==> src/rtl/dpot_scheduler_if.sv <==
// Request/grant bus between the requesters and dpot_scheduler.
// Each requester owns one bit of req/req_ramp/grant/done and one byte of req_value.
interface dpot_scheduler_if #(
  parameter int N_REQ = 4
);
  logic [N_REQ-1:0]   req;
  logic [8*N_REQ-1:0] req_value;
  logic [N_REQ-1:0]   req_ramp;
  logic [N_REQ-1:0]   grant;
  logic [N_REQ-1:0]   done;

  modport master (output req, req_value, req_ramp, input grant, done);
  modport slave  (input req, req_value, req_ramp, output grant, done);
endinterface

==> src/rtl/dpot_scheduler.sv <==
// Round-robin arbiter and write sequencer for a shared dpot SPI interface.
// Services direct writes or stepped ramps with a programmable dwell between steps.
module dpot_scheduler #(
  parameter int N_REQ   = 4,
  parameter int DWELL_W = 16
) (
  input  logic               clk,
  input  logic               rst,
  dpot_scheduler_if.slave    bus,
  input  logic [7:0]         step,
  input  logic [DWELL_W-1:0] dwell,
  output logic               busy,
  output logic [7:0]         current,
  output logic [7:0]         dpot_value,
  output logic               dpot_update,
  input  logic               dpot_ready
);
  localparam int IDX_W = (N_REQ > 1) ? $clog2(N_REQ) : 1;

  typedef enum logic [2:0] {
    ST_IDLE  = 3'd0,
    ST_GRANT = 3'd1,
    ST_CALC  = 3'd2,
    ST_WRITE = 3'd3,
    ST_WAIT  = 3'd4,
    ST_DWELL = 3'd5,
    ST_DONE  = 3'd6
  } state_t;

  state_t             state_r, state_next_s;
  logic               meta_r, rdy_sync_r;
  logic [IDX_W-1:0]   ptr_r, win_idx_s;
  logic               win_found_s;
  logic [N_REQ-1:0]   req_s, grant_r, done_r;
  logic [7:0]         win_value_s;
  logic               win_ramp_s;
  logic [7:0]         target_r, current_r, value_r, next_s, step_eff_s;
  logic               ramp_r, busy_r, update_r, up_s;
  logic [8:0]         diff_s;
  logic [DWELL_W-1:0] dwell_cnt_r;

  // Two-flop synchronizer for the SPI-domain ready; idles high so reset looks "ready"
  always_ff @(posedge clk or negedge rst) begin
    if (!rst) begin
      meta_r     <= 1'b1;
      rdy_sync_r <= 1'b1;
    end else begin
      meta_r     <= dpot_ready;
      rdy_sync_r <= meta_r;
    end
  end

  // Round-robin search from the pointer; a requester whose done is still visible is masked
  always_comb begin
    req_s       = bus.req & ~done_r;
    win_found_s = 1'b0;
    win_idx_s   = {IDX_W{1'b0}};
    for (int k = 0; k < N_REQ; k++) begin
      win_idx_s   = (!win_found_s && req_s[IDX_W'((int'(ptr_r) + k) % N_REQ)])
                    ? IDX_W'((int'(ptr_r) + k) % N_REQ) : win_idx_s;
      win_found_s = win_found_s | req_s[IDX_W'((int'(ptr_r) + k) % N_REQ)];
    end
  end

  // Winner's target value and mode
  always_comb begin
    win_value_s = 8'd0;
    win_ramp_s  = 1'b0;
    for (int k = 0; k < N_REQ; k++) begin
      win_value_s = (win_idx_s == IDX_W'(k)) ? bus.req_value[8*k +: 8] : win_value_s;
      win_ramp_s  = (win_idx_s == IDX_W'(k)) ? bus.req_ramp[k] : win_ramp_s;
    end
  end

  // Next wiper value: 9-bit distance keeps the ramp from wrapping past 0 or 255
  always_comb begin
    step_eff_s = (step == 8'd0) ? 8'd1 : step;
    up_s       = (target_r >= current_r);
    diff_s     = up_s ? ({1'b0, target_r} - {1'b0, current_r})
                      : ({1'b0, current_r} - {1'b0, target_r});
    if (!ramp_r || (diff_s <= {1'b0, step_eff_s})) begin
      next_s = target_r;
    end else if (up_s) begin
      next_s = current_r + step_eff_s;
    end else begin
      next_s = current_r - step_eff_s;
    end
  end

  // Next-state logic
  always_comb begin
    state_next_s = state_r;
    case (state_r)
      ST_IDLE:  state_next_s = (|req_s) ? ST_GRANT : ST_IDLE;
      ST_GRANT: state_next_s = win_found_s ? ST_CALC : ST_IDLE;
      ST_CALC:  state_next_s = (ramp_r && (current_r == target_r)) ? ST_DONE : ST_WRITE;
      ST_WRITE: state_next_s = rdy_sync_r ? ST_WRITE : ST_WAIT;
      ST_WAIT: begin
        if (!rdy_sync_r) begin
          state_next_s = ST_WAIT;
        end else if (!ramp_r || (value_r == target_r)) begin
          state_next_s = ST_DONE;
        end else if (dwell == {DWELL_W{1'b0}}) begin
          state_next_s = ST_CALC;
        end else begin
          state_next_s = ST_DWELL;
        end
      end
      ST_DWELL: state_next_s = (dwell_cnt_r == {DWELL_W{1'b0}}) ? ST_CALC : ST_DWELL;
      ST_DONE:  state_next_s = ST_IDLE;
      default:  state_next_s = ST_IDLE;
    endcase
  end

  // State register
  always_ff @(posedge clk or negedge rst) begin
    if (!rst) begin
      state_r <= ST_IDLE;
    end else begin
      state_r <= state_next_s;
    end
  end

  // Datapath and registered outputs; busy/grant fall in the cycle done pulses
  always_ff @(posedge clk or negedge rst) begin
    if (!rst) begin
      ptr_r       <= {IDX_W{1'b0}};
      target_r    <= 8'd0;
      ramp_r      <= 1'b0;
      grant_r     <= {N_REQ{1'b0}};
      done_r      <= {N_REQ{1'b0}};
      busy_r      <= 1'b0;
      update_r    <= 1'b0;
      current_r   <= 8'd0;
      value_r     <= 8'd0;
      dwell_cnt_r <= {DWELL_W{1'b0}};
    end else begin
      busy_r   <= (state_next_s != ST_IDLE);
      update_r <= (state_next_s == ST_WRITE);
      done_r   <= {N_REQ{1'b0}};
      if ((state_r == ST_GRANT) && win_found_s) begin
        target_r <= win_value_s;
        ramp_r   <= win_ramp_s;
        grant_r  <= {{(N_REQ-1){1'b0}}, 1'b1} << win_idx_s;
        ptr_r    <= (win_idx_s == IDX_W'(N_REQ - 1)) ? {IDX_W{1'b0}} : win_idx_s + IDX_W'(1);
      end
      if ((state_r == ST_CALC) && (state_next_s == ST_WRITE)) begin
        value_r <= next_s;
      end
      if ((state_r == ST_WAIT) && rdy_sync_r) begin
        current_r <= value_r;
      end
      if ((state_r == ST_WAIT) && (state_next_s == ST_DWELL)) begin
        dwell_cnt_r <= dwell - DWELL_W'(1);
      end else if (state_r == ST_DWELL) begin
        dwell_cnt_r <= dwell_cnt_r - DWELL_W'(1);
      end
      if (state_r == ST_DONE) begin
        done_r  <= grant_r;
        grant_r <= {N_REQ{1'b0}};
      end
    end
  end

  assign bus.grant   = grant_r;
  assign bus.done    = done_r;
  assign busy        = busy_r;
  assign current     = current_r;
  assign dpot_value  = value_r;
  assign dpot_update = update_r;
endmodule

==> src/flat_wrapper.sv <==
// flat-port wrapper written by rule: the top's interface ports become plain ports
module dpot_scheduler_flat 
#(
  parameter int N_REQ   = 4,
  parameter int DWELL_W = 16
)
  (clk, rst, step, dwell, busy, current, dpot_value, dpot_update, dpot_ready, bus_req, bus_req_value, bus_req_ramp, bus_grant, bus_done);
  dpot_scheduler_if #(.N_REQ(N_REQ)) bus_i ();
  input  logic clk;
  input  logic rst;
  input  logic [7:0] step;
  input  logic [DWELL_W-1:0] dwell;
  output logic busy;
  output logic [7:0] current;
  output logic [7:0] dpot_value;
  output logic dpot_update;
  input  logic dpot_ready;
  input wire logic [$bits(bus_i.req)-1:0] bus_req;
  input wire logic [$bits(bus_i.req_value)-1:0] bus_req_value;
  input wire logic [$bits(bus_i.req_ramp)-1:0] bus_req_ramp;
  output wire logic [$bits(bus_i.grant)-1:0] bus_grant;
  output wire logic [$bits(bus_i.done)-1:0] bus_done;
  assign bus_i.req = bus_req;
  assign bus_i.req_value = bus_req_value;
  assign bus_i.req_ramp = bus_req_ramp;
  assign bus_grant = bus_i.grant;
  assign bus_done = bus_i.done;
  dpot_scheduler #(.N_REQ(N_REQ), .DWELL_W(DWELL_W)) u_core (.clk(clk), .rst(rst), .bus(bus_i), .step(step), .dwell(dwell), .busy(busy), .current(current), .dpot_value(dpot_value), .dpot_update(dpot_update), .dpot_ready(dpot_ready));
endmodule
==> config.mk <==
export PLATFORM = sky130hd
export DESIGN_NAME = dpot_scheduler_flat
export DESIGN_NICKNAME = d
export VERILOG_FILES = /design/src/rtl/dpot_scheduler_if.sv /design/src/rtl/dpot_scheduler.sv /design/src/flat_wrapper.sv
export SDC_FILE = /design/constraint.sdc
export NUM_CORES = 1
export LEC_CHECK = 0
export CAP_MARGIN = 20
export CORE_MARGIN = 2
export CORE_UTILIZATION = 45
export CTS_CLUSTER_SIZE = 8
export DETAILED_ROUTE_END_ITERATION = 8
export GPL_ROUTABILITY_DRIVEN = 0
export PLACE_DENSITY = 0.71
export SLEW_MARGIN = 10
export SYNTH_ARGS = -nofsm -noshare
export SYNTH_HDL_FRONTEND = slang
export SYNTH_SLANG_ARGS = --single-unit
==> constraint.sdc <==
create_clock -name clk -period 7.35 [get_ports clk]
set_input_delay 1.47 -clock clk [delete_from_list [all_inputs] [get_ports clk]]
set_output_delay 1.47 -clock clk [all_outputs]
set_load 0.005 [all_outputs]
==> impl_metrics.tcl, run 1 <==
set metrics [dict create \
    routedWlPerCell_um 16.0 \
    cts_h_tree_depth 3 \
    final_slew_violations 0 \
    cp-startpoint "u_core.current[3]" \
    period_minus_slack_ns 4.96 \
    timing.setup.critical_path_class "register to register" \
    cts_tree "yes" \
    layout_commonest_cell "clkdlybuf4s50_1" \
    floorplan.io_pins 93 \
    design.core.area_um2 10300 \
    synthFlopType "dfrtp_1" \
    skew_ns 0.0108 \
    power_switching_share_pct 48.4 \
    die-height_um 106 \
    num_rows 37 \
    clkLatencyLatePin_ns 0.35 \
    drt_pass_1_iters 4 \
    yosysWarningCount 0 \
    combPwrFrac_pct 68.6 \
    drv.max_cap_violation_count 0 \
    postSynth.asyncResetShare_pct 100 \
    cts-root-buf "clkbuf_8" \
    setup_repair_after_global_routing_missed_its_margin "no" \
    crit_path_end "u_core.dpot_value[2]" \
    rrSetupSlack_ns 2.39 \
    final_layout_size_suffix_gt1_share_pct 6.04 \
    design.die.area_um2 11300 \
    most-common-layout-cells "clkdlybuf4s50_1 (91), nand2_1 (61), dfrtp_1 (56)" \
    synth-seq-area-share_pct 30.8 \
    postRouteAntennaNets 0 \
    final_min_period_over_clock_period_pct 67.4 \
    p_leak_nw 2.44 \
    finalNetCount 764 \
    overall_die_width_um 106 \
    max_slew.worst_pin.slew_ns 0.788 \
    effective_utilization_at_floorplan_pct 46.0 \
    timing.critical_path.to_type "register" \
    cp.arrival_ns 5.17 \
    setup_viol 0 \
    antenna-diode-count 0 \
    yosys-top-cells-area "dfrtp_1 (30%), ha_1 (9.8%), xnor2_1 (7.0%)" \
    worst_r2r_startpoint "u_core.current[3]" \
    tritoncts_num_sinks 58 \
    storage_element_area_um2 1450 \
    path_max_fanout 10 \
    worst_setup_hold_path_clk_slew_ns 0.07 \
    fillerInstances 964 \
    post-dp-hpwl_mm 9.85 \
    synth_enable_flop_cells 0 \
    mappedNetlistArea_um2 4720 \
    grt_pass1_vias 4479 \
    synth.avg_cell_area_um2 8.30 \
    setup.worst_path.start_class "register" \
    synthToLayoutAreaGrowth_pct 26.8 \
    fin_total_pwr_mw 3.00 \
    worst_r2r_endpoint "u_core.dpot_value[2]" \
    preCtsSetupSlack_ns 2.04 \
    synth_fp_nets 676 \
    numCtsBuffers 9 \
    synth-seq-cells 58 \
    post_cts_resized 0 \
    timing.reg2reg.worst_path_depth 18 \
    worst_hold_path.num_cells 0 \
    seq_power_share_pct 21.1 \
    worst_hold_path_class "register to register" \
    post-synth-top-area-fraction_pct 29.7 \
    cts_setup_buffers 0 \
    setup_total_negative_slack_ns 0 \
    clockBufferDepth 2 \
    hold_ws_ns 0.356 \
    critPathRequiredTime_ns 7.56 \
    power_density_normalized_to_cell_area_nw_per_um2 500 \
    initial_antenna_violation_count 0 \
    grt_first_pass_wirelength_mm 21.2 \
    total_switching_power_mw 1.45 \
    grt_overflow_total 0 \
    outcome "complete, no violations" \
    max_slew_headroom_pct 47.2 \
    area_of_the_multi_input_gates_um2 3050 \
    drt-total-wl_mm 12.8 \
    drt-vias-per-instance 5.61 \
    via_count 4476 \
    port_buffers 92 \
    highest_attainable_clock_frequency_ghz 0.202 \
    report.final.hold_viol_count 0 \
    holdBufCountCts 0 \
    drt_first_iter_violations 253 \
    setup_slack_ns 2.39 \
    netlist_instances 569 \
    max-vdd-ir-drop_uv 215 \
    clkPwrFrac_pct 10.3 \
    cellInternalPower_mw 1.55 \
    synth_top_cell_by_area "dfrtp_1" \
    grt_max_degree 59 \
    track_usage_pct 23.5 \
    netlist-cell-type-count 59 \
    remaining_drcs 0 \
]
[power by group through the flow]
stage	clock [mW]	combinational [mW]	sequential [mW]
final	0.309	2.06	0.632
after global routing	0.334	2.28	0.648
after global placement	0	1.97	0.626
after floorplan	0	1.48	0.572
after CTS	0.318	2.04	0.628
after detailed placement	0	2.02	0.630
[metal layers]
layer,track usage [%],wire [µm],vias up
met2,40.7,6080,156
met3,4.97,833,19
met4,5.84,175,0
met1,29.8,5690,2120
li1,-,-,2181
met5,0,0,-
[final cells by class]
cell class	count	share of cell area [%]
repair buffers	98	16.0
inverters	40	2.51
clock buffers	10	2.30
well taps	136	2.84
flip-flops and latches	58	24.3
multi-input cells	450	50.9
clock inverters	6	1.11
[state kept, by name, summed over array words and instances (netlist names)]
register	cells
u_core.busy	1
u_core.bus.grant	4
u_core.dwell_cnt_r	16
u_core.ramp_r	1
u_core.rdy_sync_r	1
u_core.target_r	8
u_core.bus.done	4
u_core.current	8
u_core.state_r	3
u_core.dpot_value	8
u_core.ptr_r	2
u_core.meta_r	1
u_core.dpot_update	1
[kinds of logic after synthesis]
family | share of synthesized area (%)
fa+ha+maj | 11.1
buf+inv | 4.93
compound gates | 20.5
simple gates | 19.8
xor+xnor | 9.64
mux | 3.28
flops | 30.8
[stage by stage]
step,utilization (%),cells,area (µm²)
6_report,58.3,798,5990
5_1_grt,58.3,798,5990
4_1_cts,58.3,798,5990
3_5_place_dp,56.3,782,5780
3_3_place_gp,56.3,782,5780
2_1_floorplan,-,569,4720
[synthesized netlist by cell type (3+ instances only)]
cell type / count
or3_1: 8
and2_1: 7
o21ai_0: 44
ha_1: 37
nor2b_1: 8
o211ai_1: 10
a21oi_1: 37
nand3_1: 8
fa_1: 3
nand4_1: 4
a31oi_1: 4
nand2_1: 61
xnor2_1: 38
a22oi_1: 9
mux2i_1: 11
or2_2: 3
inv_1: 40
nor4_1: 7
dfrtp_1: 56
o21bai_1: 3
xor2_1: 14
nor3_1: 12
nand2b_1: 10
mux2_2: 4
nor3b_1: 3
a21o_1: 7
clkbuf_1: 18
o2111ai_1: 8
o21a_1: 5
and3_1: 4
nor2_1: 48
[critical path, cell delays in order (launching register included)]
cell and delay, ns:
dfrtp_1 0.45, inv_1 0.08, ha_1 0.42, o21ai_0 0.12
a21oi_1 0.45, o41ai_4 0.18, o21ai_1 0.51, buf_4 0.29
nand2_1 0.06, o21ai_0 0.09, xnor2_1 0.16, ha_1 0.27
a2111oi_0 0.35, o21ai_0 0.17, a221o_1 0.31, o311ai_0 0.14
buf_4 0.26, o21a_1 0.31, o311ai_0 0.18
[worst min path at each step]
stage	slack, ns	start	end
global placement	0.35	u_core.meta_r	u_core.rdy_sync_r
finish	0.36	u_core.meta_r	u_core.rdy_sync_r
floorplan	0.35	u_core.meta_r	u_core.rdy_sync_r
detailed placement	0.35	u_core.meta_r	u_core.rdy_sync_r
global route	0.37	u_core.meta_r	u_core.rdy_sync_r
CTS	0.36	u_core.meta_r	u_core.rdy_sync_r
(Power assumes the default switching activity.)
==> inputs of run 2 (changes only) <==
Settings changed: PLACE_DENSITY 0.71 to 0.74.
Clock period 7.35 ns to 4 ns, I/O delays scaled along.
==> impl_metrics.tcl, run 2 (synthesis gave the netlist of run 1 again) <==
set metrics [dict create \
    most-common-layout-cells "clkdlybuf4s50_1 (91), buf_4 (79), nand2_1 (61)" \
    cts_tree "yes" \
    cts_h_tree_depth 3 \
    via_count 4829 \
    routedWlPerCell_um 15.9 \
    rrSetupSlack_ns 0.20 \
    placedCellCount 854 \
    skew_ns 0.0104 \
    worst_r2r_endpoint "u_core.dpot_value[2]" \
    timing.critical_path.to_type "register" \
    cellInternalPower_mw 3.54 \
    max-vdd-ir-drop_uv 535 \
    effective_utilization_at_floorplan_pct 46.0 \
    cp.arrival_ns 4.06 \
    drt_first_iter_violations 256 \
    numCtsBuffers 9 \
    port_buffers 92 \
    power_switching_share_pct 45.8 \
    postRouteAntennaNets 0 \
    grt_overflow_total 0 \
    p_leak_nw 2.83 \
    drt-vias-per-instance 5.55 \
    largest_reg_flops 16 \
    hold_ws_ns 0.356 \
    power_density_normalized_to_cell_area_nw_per_um2 971 \
    seq_power_share_pct 16.8 \
    setup_total_negative_slack_ns 0 \
    total_switching_power_mw 2.99 \
    post-dp-hpwl_mm 10.7 \
    timing.reg2reg.worst_path_depth 17 \
    path_max_fanout 3 \
    die-height_um 106 \
    design.core.area_um2 10300 \
    holdBufCountCts 0 \
    registers.top_by_ff_count "u_core.dwell_cnt_r" \
    grt_max_degree 37 \
    overall_die_width_um 106 \
    grt_pass1_vias 4792 \
    design.die.area_um2 11300 \
    num_rows 37 \
    crit_path_end "u_core.dpot_value[7]" \
    drt-total-wl_mm 13.8 \
    remaining_drcs 0 \
    combPwrFrac_pct 73.8 \
    preCtsSetupSlack_ns -0.313 \
    clkPwrFrac_pct 9.4 \
    worst_setup_hold_path_clk_slew_ns 0.07 \
    setup_repair_after_global_routing_missed_its_margin "yes" \
    track_usage_pct 24.6 \
    tritoncts_num_sinks 58 \
    setup_viol 0 \
    drt_pass_1_iters 5 \
    cp-startpoint "step[2]" \
    max_slew_headroom_pct 44.3 \
    cts-root-buf "clkbuf_8" \
    finalNetCount 837 \
    timing.critical_path.cells "clkdlybuf4s50_1, nor4_1, and3_1, a21o_1, inv_1, ha_1, mux2_2, ha_1, a21oi_1, o211ai_1, o41ai_2, xnor2_1, xnor2_1, nand2_1, o211ai_1" \
    report.final.hold_viol_count 0 \
    grt_first_pass_wirelength_mm 22.3 \
    critPathRequiredTime_ns 4.26 \
    floorplan.io_pins 93 \
    final_min_period_over_clock_period_pct 94.9 \
    max_slew.worst_pin.slew_ns 0.836 \
    worst_r2r_startpoint "u_core.current[1]" \
    drv.max_cap_violation_count 0 \
    setup.worst_path.start_class "input port" \
    fillerInstances 846 \
    outcome "complete, no violations" \
    period_minus_slack_ns 3.80 \
    finalNonFillerCells 870 \
    initial_antenna_violation_count 0 \
    final_slew_violations 0 \
    synthToLayoutAreaGrowth_pct 42.2 \
    clockBufferDepth 2 \
    setup_slack_ns 0.202 \
    antenna-diode-count 0 \
    worst_hold_path_class "register to register" \
    timing.setup.critical_path_class "input port to register" \
    clkLatencyLatePin_ns 0.34 \
    timing.critical_path.slowest_cell_delay_ns 0.44 \
    fin_total_pwr_mw 6.52 \
    highest_attainable_clock_frequency_ghz 0.263 \
    critical-path-slowest-cell "clkdlybuf4s50_1" \
    final_layout_size_suffix_gt1_share_pct 18.4 \
    layout_commonest_cell "clkdlybuf4s50_1" \
]
-- run 2: how the worst min path moves through the flow --
stage | from | endpoint | slack (ns) | cells past startpoint
global placement | u_core.meta_r | u_core.rdy_sync_r | 0.35 | 0
detailed placement | u_core.meta_r | u_core.rdy_sync_r | 0.35 | 0
finish | u_core.meta_r | u_core.rdy_sync_r | 0.36 | 0
floorplan | u_core.meta_r | u_core.rdy_sync_r | 0.35 | 0
CTS | u_core.meta_r | u_core.rdy_sync_r | 0.36 | 0
global route | u_core.meta_r | u_core.rdy_sync_r | 0.37 | 0
-- run 2: cell type report --
type                       count  area (µm²)  share of cell area (%)
multi-input combinational    450        3210                    47.8
sequential                    58        1460                    21.7
clock inverter                 4        76.3                    1.14
inverter                      40         150                    2.24
timing repair buffer         171        1510                    22.5
clock buffer                  11         141                    2.11
tap                          136         170                    2.53
-- run 2: metal layers --
metal  vias up  GRT usage (%)  share of wire (%)
li1       2328              -                  -
met1      2225           31.2                 42
met2       233           40.9                 48
met3        43           6.07                8.0
met4         0           8.81                2.6
met5         -              0                  0
-- run 2: stage by stage --
stage          utilization [%]  area (µm²)
2_1_floorplan                -        4740
3_3_place_gp              61.6        6330
3_5_place_dp              61.6        6330
4_1_cts                   63.9        6570
5_1_grt                   65.3        6720
6_report                  65.3        6720
-- run 2: power groups by stage --
stage,clock (mW),combinational [mW],sequential [mW]
floorplan,0,2.77,1.05
global placement,0,4.25,1.08
detailed placement,0,4.42,1.09
CTS,0.614,4.46,1.08
global route,0.646,5.27,1.13
finish,0.610,4.81,1.10
-- run 2: critical path, delay by kind of cell --
family                   cells  cell delay [ns]
AO/OA/AOI/OAI                5             0.99
XOR/XNOR                     2             0.33
adder cells (fa/ha/maj)      2             0.53
buffers and inverters        2             0.48
multiplexers                 1             0.29
AND/OR/NAND/NOR              3             0.63
-- run 2: what timing repair did --
item                       CTS  global route
setup endpoints to repair   10            11
gates resized for setup      4            28
buffers inserted             0             1
cloned                       0             0
pin swaps                    0             7
